===== config.mk =====
export PLATFORM = sky130hd
export DESIGN_NAME = rv_mc_sequencer
export DESIGN_NICKNAME = d
export VERILOG_FILES = /design/src/rtl/rv_mc_sequencer.sv
export SDC_FILE = /design/constraint.sdc
export NUM_CORES = 1
export LEC_CHECK = 0
export ABC_AREA = 1
export BUFFER_PORTS_ARGS = -buffer_cell sky130_fd_sc_hd__buf_2
export CORE_MARGIN = 2
export CORE_UTILIZATION = 50
export DETAILED_ROUTE_END_ITERATION = 6
export PLACE_DENSITY = 0.78
export SYNTH_ARGS = -nofsm -noshare
export SYNTH_HDL_FRONTEND = slang
export SYNTH_SLANG_ARGS = --single-unit

===== constraint.sdc =====
create_clock -name clk_i -period 2.1 [get_ports clk_i]
set_input_delay 0.42 -clock clk_i [delete_from_list [all_inputs] [get_ports clk_i]]
set_output_delay 0.42 -clock clk_i [all_outputs]
set_load 0.01 [all_outputs]

===== src/rtl/rv_mc_sequencer.sv =====
// Multicycle control sequencer for the RISC-V datapath. Handshakes with
// instruction/data memory, guards memory waits with a watchdog, traps on
// illegal opcodes or bus timeouts and counts retired instructions.
module rv_mc_sequencer #(
  parameter int XLEN        = 64,
  parameter int MEM_TIMEOUT = 16,
  parameter int CNT_W       = 32
) (
  input  logic             clk_i,
  input  logic             rst_ni,
  input  logic [31:0]      instr_i,
  input  logic             zero_i,
  input  logic             imem_ack_i,
  input  logic             dmem_ack_i,
  output logic             imem_req_o,
  output logic             dmem_req_o,
  output logic             dmem_we_o,
  output logic             ir_load_o,
  output logic             pc_write_o,
  output logic             pc_source_o,
  output logic             rega_write_o,
  output logic             regb_write_o,
  output logic             aluout_write_o,
  output logic             mdr_load_o,
  output logic             reg_write_o,
  output logic             mux_data_sel_o,
  output logic [1:0]       alu_src_a_o,
  output logic [1:0]       alu_src_b_o,
  output logic [2:0]       alu_op_o,
  output logic [2:0]       imm_sel_o,
  output logic             trap_o,
  output logic [1:0]       trap_cause_o,
  output logic [CNT_W-1:0] instret_o
);

  typedef enum logic [3:0] {
    S_FETCH, S_DECODE, S_EXEC_R, S_EXEC_I, S_ADDR, S_MEM_RD,
    S_MEM_WR, S_WB_MEM, S_BRANCH, S_JAL, S_LUI, S_TRAP
  } state_e;

  // Only the doubleword (64) or word (32) load/store width is legal.
  localparam logic [2:0] LS_F3 = (XLEN == 64) ? 3'b011 : 3'b010;
  localparam int WAIT_W = (MEM_TIMEOUT > 1) ? $clog2(MEM_TIMEOUT) : 1;
  localparam logic [WAIT_W-1:0] WAIT_LAST = WAIT_W'((MEM_TIMEOUT > 0) ? MEM_TIMEOUT - 1 : 0);

  localparam logic [1:0] CAUSE_ILLEGAL = 2'b01;
  localparam logic [1:0] CAUSE_TIMEOUT = 2'b10;

  state_e            state_q, state_d;
  logic [WAIT_W-1:0] wait_q, wait_d;
  logic [1:0]        cause_q, cause_d;
  logic [CNT_W-1:0]  instret_q;

  logic [6:0] opcode;
  logic [2:0] funct3;
  logic       waiting, acked, timeout;
  logic [2:0] imm_fmt;
  logic       unused_instr_bits;

  assign opcode = instr_i[6:0];
  assign funct3 = instr_i[14:12];
  assign unused_instr_bits = ^{instr_i[31], instr_i[29:15], instr_i[11:7]};

  // Watchdog: detect memory-wait states, their completion and expiry.
  always_comb begin
    waiting = (state_q == S_FETCH) || (state_q == S_MEM_RD) || (state_q == S_MEM_WR);
    acked   = ((state_q == S_FETCH) && imem_ack_i) ||
              (((state_q == S_MEM_RD) || (state_q == S_MEM_WR)) && dmem_ack_i);
    timeout = waiting && !acked && (MEM_TIMEOUT != 0) && (wait_q == WAIT_LAST);
    wait_d  = (waiting && !acked && !timeout && (MEM_TIMEOUT != 0)) ? wait_q + 1'b1 : '0;
  end

  // Immediate format implied by the opcode.
  always_comb begin
    case (opcode)
      7'b0100011: imm_fmt = 3'b001;
      7'b1100011: imm_fmt = 3'b010;
      7'b0110111: imm_fmt = 3'b011;
      7'b1101111: imm_fmt = 3'b100;
      default:    imm_fmt = 3'b000;
    endcase
  end

  // Next-state and trap-cause selection; a timeout overrides everything.
  always_comb begin
    state_d = state_q;
    cause_d = cause_q;
    case (state_q)
      S_FETCH:  if (imem_ack_i) state_d = S_DECODE;
      S_DECODE: begin
        case (opcode)
          7'b0110011: state_d = S_EXEC_R;
          7'b0010011: state_d = (funct3 == 3'b000) ? S_EXEC_I : S_TRAP;
          7'b0000011,
          7'b0100011: state_d = (funct3 == LS_F3) ? S_ADDR : S_TRAP;
          7'b1100011: state_d = (funct3 == 3'b000 || funct3 == 3'b001) ? S_BRANCH : S_TRAP;
          7'b0110111: state_d = S_LUI;
          7'b1101111: state_d = S_JAL;
          default:    state_d = S_TRAP;
        endcase
        if (state_d == S_TRAP) cause_d = CAUSE_ILLEGAL;
      end
      S_EXEC_R: begin
        if (funct3 == 3'b000 || funct3 == 3'b111 || funct3 == 3'b100) begin
          state_d = S_FETCH;
        end else begin
          state_d = S_TRAP;
          cause_d = CAUSE_ILLEGAL;
        end
      end
      S_ADDR:   state_d = instr_i[5] ? S_MEM_WR : S_MEM_RD;
      S_MEM_RD: if (dmem_ack_i) state_d = S_WB_MEM;
      S_MEM_WR: if (dmem_ack_i) state_d = S_FETCH;
      S_EXEC_I, S_WB_MEM, S_BRANCH, S_JAL, S_LUI: state_d = S_FETCH;
      S_TRAP:   state_d = S_TRAP;
      default:  state_d = S_FETCH;
    endcase
    if (timeout) begin
      state_d = S_TRAP;
      cause_d = CAUSE_TIMEOUT;
    end
  end

  // State, watchdog, trap cause and retired-instruction counter registers.
  always_ff @(posedge clk_i or negedge rst_ni) begin
    if (!rst_ni) begin
      state_q   <= S_FETCH;
      wait_q    <= '0;
      cause_q   <= 2'b00;
      instret_q <= '0;
    end else begin
      state_q <= state_d;
      wait_q  <= wait_d;
      cause_q <= cause_d;
      if (state_d == S_FETCH && state_q != S_FETCH && state_q != S_TRAP)
        instret_q <= instret_q + 1'b1;
    end
  end

  // Control outputs: Moore decode of the state, with ack-qualified strobes;
  // everything is held at 0 while reset is asserted.
  always_comb begin
    imem_req_o     = 1'b0;
    dmem_req_o     = 1'b0;
    dmem_we_o      = 1'b0;
    ir_load_o      = 1'b0;
    pc_write_o     = 1'b0;
    pc_source_o    = 1'b0;
    rega_write_o   = 1'b0;
    regb_write_o   = 1'b0;
    aluout_write_o = 1'b0;
    mdr_load_o     = 1'b0;
    reg_write_o    = 1'b0;
    mux_data_sel_o = 1'b0;
    alu_src_a_o    = 2'b00;
    alu_src_b_o    = 2'b00;
    alu_op_o       = 3'b000;
    imm_sel_o      = 3'b000;
    trap_o         = 1'b0;
    if (rst_ni) begin
      case (state_q)
        S_FETCH: begin
          imem_req_o  = 1'b1;
          ir_load_o   = imem_ack_i;
          pc_write_o  = imem_ack_i;
          alu_src_b_o = 2'b01;
          alu_op_o    = 3'b001;
        end
        S_DECODE: begin
          rega_write_o   = 1'b1;
          regb_write_o   = 1'b1;
          aluout_write_o = 1'b1;
          alu_src_a_o    = 2'b10;
          alu_src_b_o    = 2'b11;
          alu_op_o       = 3'b001;
          imm_sel_o      = imm_fmt;
        end
        S_EXEC_R: begin
          alu_src_a_o = 2'b01;
          reg_write_o = 1'b1;
          case (funct3)
            3'b000:  alu_op_o = instr_i[30] ? 3'b010 : 3'b001;
            3'b111:  alu_op_o = 3'b011;
            3'b100:  alu_op_o = 3'b110;
            default: reg_write_o = 1'b0;
          endcase
        end
        S_EXEC_I, S_ADDR: begin
          alu_src_a_o    = 2'b01;
          alu_src_b_o    = 2'b10;
          alu_op_o       = 3'b001;
          imm_sel_o      = imm_fmt;
          reg_write_o    = (state_q == S_EXEC_I);
          aluout_write_o = (state_q == S_ADDR);
        end
        S_MEM_RD: begin
          dmem_req_o = 1'b1;
          mdr_load_o = dmem_ack_i;
        end
        S_MEM_WR: begin
          dmem_req_o = 1'b1;
          dmem_we_o  = 1'b1;
        end
        S_WB_MEM: begin
          mux_data_sel_o = 1'b1;
          reg_write_o    = 1'b1;
        end
        S_BRANCH: begin
          alu_src_a_o = 2'b01;
          alu_op_o    = 3'b010;
          pc_source_o = 1'b1;
          pc_write_o  = funct3[0] ? !zero_i : zero_i;
        end
        S_JAL: begin
          reg_write_o = 1'b1;
          pc_write_o  = 1'b1;
          pc_source_o = 1'b1;
        end
        S_LUI: begin
          alu_src_a_o = 2'b11;
          alu_src_b_o = 2'b10;
          alu_op_o    = 3'b001;
          imm_sel_o   = imm_fmt;
          reg_write_o = 1'b1;
        end
        S_TRAP:  trap_o = 1'b1;
        default: ;
      endcase
    end
  end

  assign trap_cause_o = cause_q;
  assign instret_o    = instret_q;

endmodule

==> summary.txt, run 1 <==
Run status
  • Outcome: complete, but fails checks
  • Failing checks: DRC, setup timing

Setup path
  • Arr. time, crit path: 1880 ps
  • Sequence of cells on the critical path: inv_2, nand2_4, nor2_4, inv_2, or2_4, inv_2, nor4_2, a21oi_1, buf_2
  • Critical Path End Type: output pin
  • CP peak stage delay: 430 ps
  • Crit path launch type: flop
  • Worst-path fanout max: 4
  • Most frequent CP cell: inv_2
  • Critical Path RT: 1680 ps
  • Slowest-stage cell, CP: dfrtp_1
  • Kind of critical path: reg2out

Drt
  • Routed WL per cell: 15.40 µm
  • Vias per cell: 5.605
  • Drt pass-1 iters: 7
  • Routed via count: 3694
  • Final ANT Viol Nets: 0
  • Total Wirelength: 10150 µm
  • Drc violations: 1
  • 1st-iter DRT viols: 300

Synthesis
  • Yosys warns: 0
  • Seq/Total Area, Yosys: 33.48%
  • Mapped Nets: 508
  • Syn Std Cell Area: 0.003139 mm²
  • Mean Syn Cell Area: 6.694 µm²
  • Post-synth cell types: 33
  • Cells after Synth: 469
  • Yosys reg bits: 42

Pwr
  • Switching Fraction: 49.55%
  • Combinational Power Share: 63.7%
  • Flop pwr share: 23.3%
  • Pint: 2.176 mW
  • Power Dens Cells: 1041 mW/mm²
  • NetSw: 2.136 mW
  • Maximum vdd drop: 650.5 µV
  • Leak: 2.221 nW
  • Clock share of power: 13.0%

Finish
  • Ratio of cells with drive above 1 in the final layout: 29.97%
  • Sequential cell area: 0.001054 mm²
  • Nets: 622
  • Post-route cell area: 0.004143 mm²
  • Number of fillers in the final layout: 492
  • Ant diodes: 0
  • Area delta synth->final: 31.96%
  • Footprint of the multi-input gates: 0.002029 mm²

GRT
  • Tot GR Track Use: 27.79%
  • Initial antenna violation count: 0
  • Pin count of the biggest net entering global routing: 43
  • Aggregate global routing overflow: 0
  • Vias in the first global route: 3386
  • First-pass GRT wire length: 16030 µm

Place
  • # port buffers: 72
  • Place WS: -117.9 ps
  • Post-DP HPWL: 6610 µm
  • Routability Congestion: 0.9484
  • Post-placement cell area: 0.003641 mm²

Die
  • I/O Pins: 94
  • Area of the core: 0.005991 mm²
  • Initial cell density of the core: 52.40%
  • Die width: 83.24 µm
  • Rows: 28
  • Die Ht: 83.24 µm
  • Die area: 0.006928 mm²

STA
  • Slew Limit Fails: 0
  • Minimum clock period: 2302 ps
  • Clk_skew: 2.002 ps
  • Max_slew headroom: 64.33%
  • Final worst-path cycle share: 109.6%
  • PnR worst setup slack: -202.3 ps
  • Setup-failing EPs final: 35
  • RSZ-0062 raised after global routing: yes
  • Slew @ Worst Pin: 535.0 ps
  • Final hold violation count: 0
  • Max Clk Rate: 434.3 MHz

Clocking
  • Longest Clk Path Bufs: 2
  • CTS tree: built
  • Reg clk slew, reported paths: 80 ps
  • CTS Buf Count: 5
  • Htree depth: 2
  • CTS Root Cell: clkbuf_8
  • Clk_lat worst skew: 290 ps
  • Clk sinks: 42

Worst hold path
  • Hold Path Class: in2async

Job
  • Max cap viols: 0
[cell type report]
type | instances | area share, %
multi-input cells | 375 | 48.99
well taps | 75 | 2.265
inverters | 41 | 3.715
flip-flops and latches | 42 | 25.43
clock inverters | 2 | 0.3020
clock buffers | 6 | 1.993
repair buffers | 118 | 17.31
[synth_stat cells]
cell type,count,share of area [%]
a21oi_2,1,0.28
o211ai_1,1,0.24
nor3b_1,1,0.24
and2_1,1,0.20
inv_2,4,0.48
or2_2,1,0.20
o21ai_0,3,0.48
clkbuf_1,3,0.36
a21oi_1,7,1.1
dfrtp_1,42,33
buf_2,4,0.64
nand3_1,18,2.9
a31oi_1,1,0.20
nor2_4,1,0.36
clkinv_1,1,0.12
buf_6,3,1.1
nor4_1,1,0.20
xnor2_1,12,3.3
nand3b_1,2,0.48
nand4_1,43,8.6
nor2_2,5,1.0
ha_1,2,0.80
nand2_1,157,19
a311o_1,1,0.32
or2_0,1,0.20
o31ai_1,1,0.24
nand2_2,4,0.80
nor2_1,68,8.1
buf_4,4,0.96
nand3_4,2,1.1
inv_1,36,4.3
xor2_1,20,5.6
nor3_1,18,2.9
[cell families (layout without fill, tap and decap cells)]
kind of cell	count (synthesis)	after routing	share of synthesized area, %
buf+inv	55	167	7.931
flops	42	42	33.48
xor+xnor	32	32	8.928
fa+ha+maj	2	2	0.7970
simple gates	323	326	45.99
compound gates	15	15	2.870
[power by group through the flow]
| stage | sequential [mW] | combinational [mW] | clock (mW) |
|---|---|---|---|
| CTS | 0.987 | 2.39 | 0.564 |
| floorplan | 1.02 | 1.35 | 0 |
| finish | 1.00 | 2.75 | 0.560 |
| detailed placement | 0.997 | 1.83 | 0 |
| global placement | 0.994 | 1.80 | 0 |
| global route | 1.01 | 2.94 | 0.592 |
[through the flow]
stage | utilization [%] | std cells | total power [mW] | hold WS, ps | setup TNS [ps]
2_1_floorplan | - | 469 | 2.362 | 124.4 | 0
3_3_place_gp | 60.78 | 621 | 2.792 | 447.5 | -909.8
3_5_place_dp | 60.78 | 621 | 2.822 | 466.8 | -2419
4_1_cts | 66.08 | 650 | 3.937 | 309.3 | -355.9
5_1_grt | 69.15 | 659 | 4.547 | 368.1 | -6025
6_report | 69.15 | 659 | 4.312 | 311.6 | -1144
[state kept, by name, summed over array words and instances (netlist names)]
signal and count:
instret_o 32, state_q 4, wait_q 4, trap_cause_o 2
[per-layer routing]
layer  vias to the layer above  wire [µm]  GRT usage [%]  share of wire (%)
met4                         0        261          7.899                2.6
met5                         -          0              0                  0
met1                      1705       4308          39.04                 42
li1                       1758          -              -                  -
met3                        25        829          4.175                8.2
met2                       206       4747          44.57                 47
[worst max-delay path: cells and delay by family (launching register included)]
family	cells	cell delay [ps]
flops	1	430
compound gates	1	230
buf+inv	4	420
simple gates	4	510
[path summary, 6_finish.rpt]
check / start / to / slack, ps / cells past startpoint
worst max register to register: state_q[1]$_DFF_PN0_ / instret_o[26]$_DFFE_PN0P_ / -50 / 11
worst min-delay path: rst_ni / instret_o[30]$_DFFE_PN0P_ / 310 / 2
max in group asynchronous: rst_ni / state_q[1]$_DFF_PN0_ / 1390 / 2
min in group clk_i: wait_q[0]$_DFF_PN0_ / wait_q[0]$_DFF_PN0_ / 470 / 1
worst min register to register: wait_q[0]$_DFF_PN0_ / wait_q[0]$_DFF_PN0_ / 470 / 1
worst max-delay path: state_q[2]$_DFF_PN0_ / reg_write_o / -200 / 9
[layout by cell type (no fill, tap or decap), drive strengths merged, types with 2 or more instances in the layout]
| master | instances |
|---|---|
| nand3b | 2 |
| dfrtp | 42 |
| nand3 | 23 |
| xor2 | 20 |
| o21ai | 3 |
| ha | 2 |
| nor2 | 74 |
| a21oi | 8 |
| nand2 | 161 |
| or2 | 2 |
| clkbuf | 6 |
| inv | 40 |
| clkinv | 2 |
| nand4 | 43 |
| nor3 | 18 |
| xnor2 | 12 |
| buf | 118 |
[what timing repair did]
item                                    4_1_cts  5_1_grt
buffers inserted                             18        9
cloned                                        3        0
gates resized for setup                      18       33
endpoints found under the setup margin       42       47
hold buffers                                  0        0
pin swaps                                     9       13
Note: power is estimated with default switching activity, not from simulation.
==> inputs of run 2 (changes only) <==
--- a/config.mk
+++ b/config.mk
@@ -10,7 +10,7 @@
 export CORE_MARGIN = 2
 export CORE_UTILIZATION = 50
 export DETAILED_ROUTE_END_ITERATION = 6
-export PLACE_DENSITY = 0.78
+export PLACE_DENSITY = 0.81
 export SYNTH_ARGS = -nofsm -noshare
 export SYNTH_HDL_FRONTEND = slang
 export SYNTH_SLANG_ARGS = --single-unit
==> run 2 against run 1 <==
The flow finishes with violations (setup timing); core utilization is 1.4 points lower; sequential power hardly changed; fmax is 0.80% higher; register-to-register slack worse by 70 ps; total power is 3.9% lower; hold slack worse by 210 ps; wire length is 2.4% lower; sequential cell count stayed put; global-route usage is 0.14 points higher; clock power is 0.9% lower; final cell count is 0.61% lower; die area stayed put.
==> summary.txt, run 2 (synthesis gave the netlist of run 1 again) <==
Die
  • Die Ht: 83.24 µm
  • Die area: 0.006928 mm²
  • Die width: 83.24 µm
  • Initial cell density of the core: 52.40%
  • I/O Pins: 94
  • Area of the core: 0.005991 mm²
  • Rows: 28

Finish
  • Ratio of cells with drive above 1 in the final layout: 29.66%
  • Most frequent cells in the layout: nand2_1 (145), buf_2 (72), nor2_1 (60)
  • Area delta synth->final: 29.29%
  • Commonest non-fill, non-tap cell in the layout: nand2_1
  • Ant diodes: 0
  • Number of fillers in the final layout: 478
  • Max reg flops: 32
  • Nets: 618
  • Non-Filler Instances: 655

Drt
  • Routed via count: 3706
  • Drt pass-1 iters: 5
  • Final ANT Viol Nets: 0
  • Routed WL per cell: 15.11 µm
  • Drc violations: 0
  • Vias per cell: 5.658
  • Total Wirelength: 9899 µm
  • 1st-iter DRT viols: 331

Pwr
  • Maximum vdd drop: 595.9 µV
  • Power Dens Cells: 1021 mW/mm²
  • Leak: 2.195 nW

Place
  • Post-DP HPWL: 6676 µm
  • Routability Congestion: 0.9547
  • Post-Place Cells: 623
  • # port buffers: 72

Clocking
  • CTS Root Cell: clkbuf_8
  • Clk sinks: 42
  • Htree depth: 2
  • Reg clk slew, reported paths: 90 ps
  • CTS tree: built
  • CTS Buf Count: 5
  • Longest Clk Path Bufs: 2
  • Cts hold-fix bufs: 0
  • Clk_lat worst skew: 300 ps

GRT
  • Met2 usage: 44.21%
  • First-pass GRT wire length: 16080 µm
  • Initial antenna violation count: 0
  • GR met1 Demand/Resource: 38.04%
  • Pin count of the biggest net entering global routing: 22
  • Tot GR Track Use: 27.93%
  • Met3 usage: 4.274%
  • Aggregate global routing overflow: 0
  • Vias in the first global route: 3398
  • Busiest grt layer: met2

Worst hold path
  • Hold Path Class: in2async

STA
  • Final hold violation count: 0
  • Min Hold Slack: 96.81 ps
  • Minimum clock period: 2284 ps
  • PnR worst setup slack: -184.0 ps
  • Max Clk Rate: 437.8 MHz
  • Max_slew headroom: 71.53%
  • Slew @ Worst Pin: 423.8 ps
  • Setup-failing EPs final: 39
  • RSZ-0062 raised after global routing: yes
  • Slew Limit Fails: 0
  • Clk_skew: 9.945 ps
  • Final worst-path cycle share: 108.8%

Setup path
  • Critical Path End Type: output pin
  • Worst-path fanout max: 4
  • Arr. time, crit path: 1860 ps
  • Critical Path RT: 1680 ps
  • Kind of critical path: reg2out
  • Crit path launch type: flop

Run status
  • Failing checks: setup timing
  • Outcome: complete, but fails checks

Job
  • Max cap viols: 0
[run 2: cell count changes in the layout (fill, tap and decap cells not counted), moves of 2 or more]
cell / change
nand2_2: +7
nor2_2: +5
nand2_1: -7
nor2_4: -7
nor2_1: +2
buf_4: -3
[run 2: through the flow]
step | total power, mW | utilization [%] | worst slack, ps | setup TNS [ps] | cell area [µm²]
after floorplan | 2.362 | - | 253.0 | 0 | 3139
after global placement | 2.780 | 61.03 | -19.63 | -359.8 | 3656
after detailed placement | 2.841 | 61.03 | -105.2 | -2830 | 3656
after CTS | 3.851 | 66.00 | -59.84 | -289.4 | 3954
after global routing | 4.372 | 67.75 | -222.7 | -6598 | 4059
final | 4.143 | 67.75 | -184.0 | -2924 | 4059
[run 2: where the power goes]
| part | total, mW | leakage, nW | internal (mW) | switching [mW] |
|---|---|---|---|---|
| clock network | 0.555 | 0.0482 | 0.266 | 0.289 |
| registers | 1.01 | 0.569 | 0.898 | 0.115 |
| logic | 2.58 | 1.58 | 0.934 | 1.64 |
| total | 4.14 | 2.19 | 2.10 | 2.05 |
[run 2: area by class of cell]
type	instances	area (µm²)	share of cell area (%)
clock buffer	7	86.33	2.127
clock inverter	1	5.005	0.1233
timing repair buffer	115	694.4	17.11
tap	75	93.84	2.312
sequential	42	1054	25.96
inverter	41	153.9	3.792
multi-input combinational	374	1972	48.58
[run 2: layer usage]
| metal | vias to the layer above | wire length, µm |
|---|---|---|
| li1 | 1747 | - |
| met1 | 1689 | 4047 |
| met2 | 230 | 4573 |
| met3 | 40 | 961 |
| met4 | 0 | 317 |
| met5 | - | 0 |
[run 2: what timing repair did]
item	in CTS	in global routing
setup endpoints to repair	39	47
setup buffers	17	6
gates cloned	2	0
pin swaps	10	11
endpoints found under the hold margin	0	0
resized for setup	22	24
[run 2: critical path, cell delays in order (launching register included)]
cell and delay [ps]:
dfrtp_2 460, buf_4 160, nand2_4 70, nor2_2 60, nor2_2 130, nand2_1 100
nand2_2 100, inv_2 40, a311o_1 310, buf_2 140
[run 2: final timing paths]
kind,startpoint,to,slack (ps),cells past startpoint
max,state_q[0]$_DFF_PN0_,alu_op_o[0],-180,9
min,rst_ni,trap_cause_o[1]$_DFFE_PN0P_,100,2
max reg2reg,state_q[0]$_DFF_PN0_,instret_o[19]$_DFFE_PN0P_,-120,14
min reg2reg,wait_q[0]$_DFF_PN0_,wait_q[0]$_DFF_PN0_,460,1
max in group asynchronous,rst_ni,instret_o[24]$_DFFE_PN0P_,1570,3
min in group clk_i,wait_q[0]$_DFF_PN0_,wait_q[0]$_DFF_PN0_,460,1
==> inputs of run 3 (changes only) <==
--- a/config.mk
+++ b/config.mk
@@ -8,9 +8,9 @@
 export ABC_AREA = 1
 export BUFFER_PORTS_ARGS = -buffer_cell sky130_fd_sc_hd__buf_2
 export CORE_MARGIN = 2
-export CORE_UTILIZATION = 50
+export CORE_UTILIZATION = 30
 export DETAILED_ROUTE_END_ITERATION = 6
-export PLACE_DENSITY = 0.81
+export PLACE_DENSITY = 0.54
 export SYNTH_ARGS = -nofsm -noshare
 export SYNTH_HDL_FRONTEND = slang
 export SYNTH_SLANG_ARGS = --single-unit
==> run 3 against run 2 <==
The run still ends with setup timing left; sequential cell count unchanged; combinational power increased by 4%; total power increased by 2.5%; cell area increased by 3.0%; sequential power about the same; count of clock-buffer cells in the layout decreased by 1; global-route usage decreased by 11 points; fmax increased by 5.8%; final cell count increased by 9.2%; hold slack improved by 200 ps; largest cell class unchanged; highest routed layer unchanged.
==> summary.txt, run 3 (synthesis gave the netlist of run 1 again) <==
Setup path
  • Bufs and invs on worst path: 2
  • Crit path launch type: flop
  • Arr. time, crit path: 1740 ps
  • CP peak stage delay: 470 ps
  • Sequence of cells on the critical path: nor2_2, and2_4, nor2_4, nand2_2, nand2_2, buf_4, a21oi_1, buf_2
  • Critical Path RT: 1680 ps
  • Most frequent CP cell: nand2_2
  • Kind of critical path: reg2out
  • Top Family by Delay on Critical Path: simple AND/OR/NAND/NOR gates
  • Critical Path End Type: output pin
  • Worst-path fanout max: 5
  • Slowest-stage cell, CP: dfrtp_2

Drt
  • Routed via count: 3492
  • Drt pass-1 iters: 4
  • Routed WL per cell: 14.00 µm
  • Vias per cell: 4.884
  • Final ANT Viol Nets: 0
  • Drc violations: 0
  • Total Wirelength: 10010 µm
  • 1st-iter DRT viols: 244

Clocking
  • Longest Clk Path Bufs: 2
  • Htree depth: 2
  • Cts hold-fix bufs: 0
  • Clk_lat worst skew: 300 ps
  • CTS tree: built
  • CTS Buf Count: 5
  • Reg clk slew, reported paths: 90 ps
  • Clk sinks: 42
  • CTS Root Cell: clkbuf_8

STA
  • Sum Neg Setup Slack: -251.8 ps
  • PnR worst setup slack: -58.83 ps
  • Clk_skew: 5.221 ps
  • Max_slew headroom: 63.61%
  • Max Clk Rate: 463.2 MHz
  • Slew Limit Fails: 0
  • RSZ-0062 raised after global routing: yes
  • Final worst-path cycle share: 102.8%
  • Final hold violation count: 0
  • Setup-failing EPs final: 6
  • Min Hold Slack: 297.3 ps
  • Slew @ Worst Pin: 545.8 ps
  • Minimum clock period: 2159 ps

GRT
  • Vias in the first global route: 3316
  • First-pass GRT wire length: 15880 µm
  • Met2 usage: 27.79%
  • Aggregate global routing overflow: 0
  • Met3 usage: 2.636%
  • GR met1 Demand/Resource: 24.03%
  • Initial antenna violation count: 0
  • Tot GR Track Use: 17.14%
  • Pin count of the biggest net entering global routing: 43
  • Busiest grt layer: met2

Run status
  • Failing checks: setup timing
  • Outcome: complete, but fails checks

Finish
  • Nets: 617
  • Max reg flops: 32
  • Commonest non-fill, non-tap cell in the layout: nand2_1
  • Non-Filler Instances: 715
  • Layout Utilization: 40.87%
  • Area delta synth->final: 33.20%
  • Ant diodes: 0
  • Ratio of cells with drive above 1 in the final layout: 28.84%
  • Most frequent cells in the layout: nand2_1 (150), buf_2 (72), nor2_1 (60)

Pwr
  • Design Power: 4.248 mW
  • Maximum vdd drop: 649.9 µV
  • Leak: 2.215 nW
  • Power Dens Cells: 1016 mW/mm²

Place
  • Post-DP HPWL: 7111 µm
  • Routability Congestion: 0.8850
  • # port buffers: 72
  • Post-Place Cells: 683

Job
  • Max cap viols: 0

Die
  • Die Ht: 106.3 µm
  • Area of the core: 0.01023 mm²
  • Die width: 106.3 µm
  • I/O Pins: 94
  • Initial cell density of the core: 30.68%
  • Die area: 0.01130 mm²
  • Rows: 37

Worst hold path
  • Hold Path Class: in2async
[run 3: repair_timing]
| item | in CTS | in global routing |
|---|---|---|
| gates cloned | 0 | 3 |
| setup endpoints to repair | 13 | 42 |
| gates resized for setup | 25 | 16 |
| pin swaps | 9 | 8 |
| buffers inserted | 17 | 5 |
[run 3: area by class of cell]
class                   instances  area (µm²)
fillers                      1075        6050
flip-flops and latches         42        1054
clock inverters                 2       12.51
well taps                     136       170.2
repair buffers                116       765.7
multi-input cells             372        1943
clock buffers                   6       82.58
inverters                      41       153.9
[run 3: metrics by stage]
stage	instance area [µm²]	setup WS, ps
after floorplan	3139	253.0
after global placement	3750	52.14
after detailed placement	3750	29.54
after CTS	4033	-86.96
after global routing	4182	-146.9
final	4182	-58.83
[run 3: worst paths after layout]
kind | from | endpoint | slack (ps) | depth (start not counted)
max | state_q[1]$_DFF_PN0_ | imm_sel_o[1] | -60 | 8
min | rst_ni | instret_o[28]$_DFFE_PN0P_ | 300 | 2
max reg2reg | state_q[0]$_DFF_PN0_ | instret_o[7]$_DFFE_PN0P_ | 30 | 15
min reg2reg | wait_q[0]$_DFF_PN0_ | wait_q[0]$_DFF_PN0_ | 470 | 1
max in group asynchronous | rst_ni | state_q[1]$_DFF_PN0_ | 1400 | 2
min in group clk_i | wait_q[0]$_DFF_PN0_ | wait_q[0]$_DFF_PN0_ | 470 | 1
[run 3: worst reg2reg max path, stage by stage, from the launching register on]
cell,delay (ps)
dfrtp_2,450
inv_2,70
nor2_2,150
buf_4,140
nand2_2,50
nand2_1,60
nand2_1,70
nand2_2,100
nand3_4,100
nand2_2,90
nand2_2,60
nor2_4,140
nand3_4,160
clkbuf_16,220
nand2_1,60
nand2_1,50
[run 3: where the power goes]
group | switching (mW) | internal [mW] | total, mW
registers | 0.113 | 0.898 | 1.01
clock network | 0.294 | 0.265 | 0.559
logic | 1.59 | 1.09 | 2.68
total | 2.00 | 2.25 | 4.25
[run 3: metal layers]
metal,vias to the layer above,part of all wire (%)
met5,-,0
met4,0,1.7
met3,16,5.9
met2,113,44
met1,1621,48
li1,1742,-
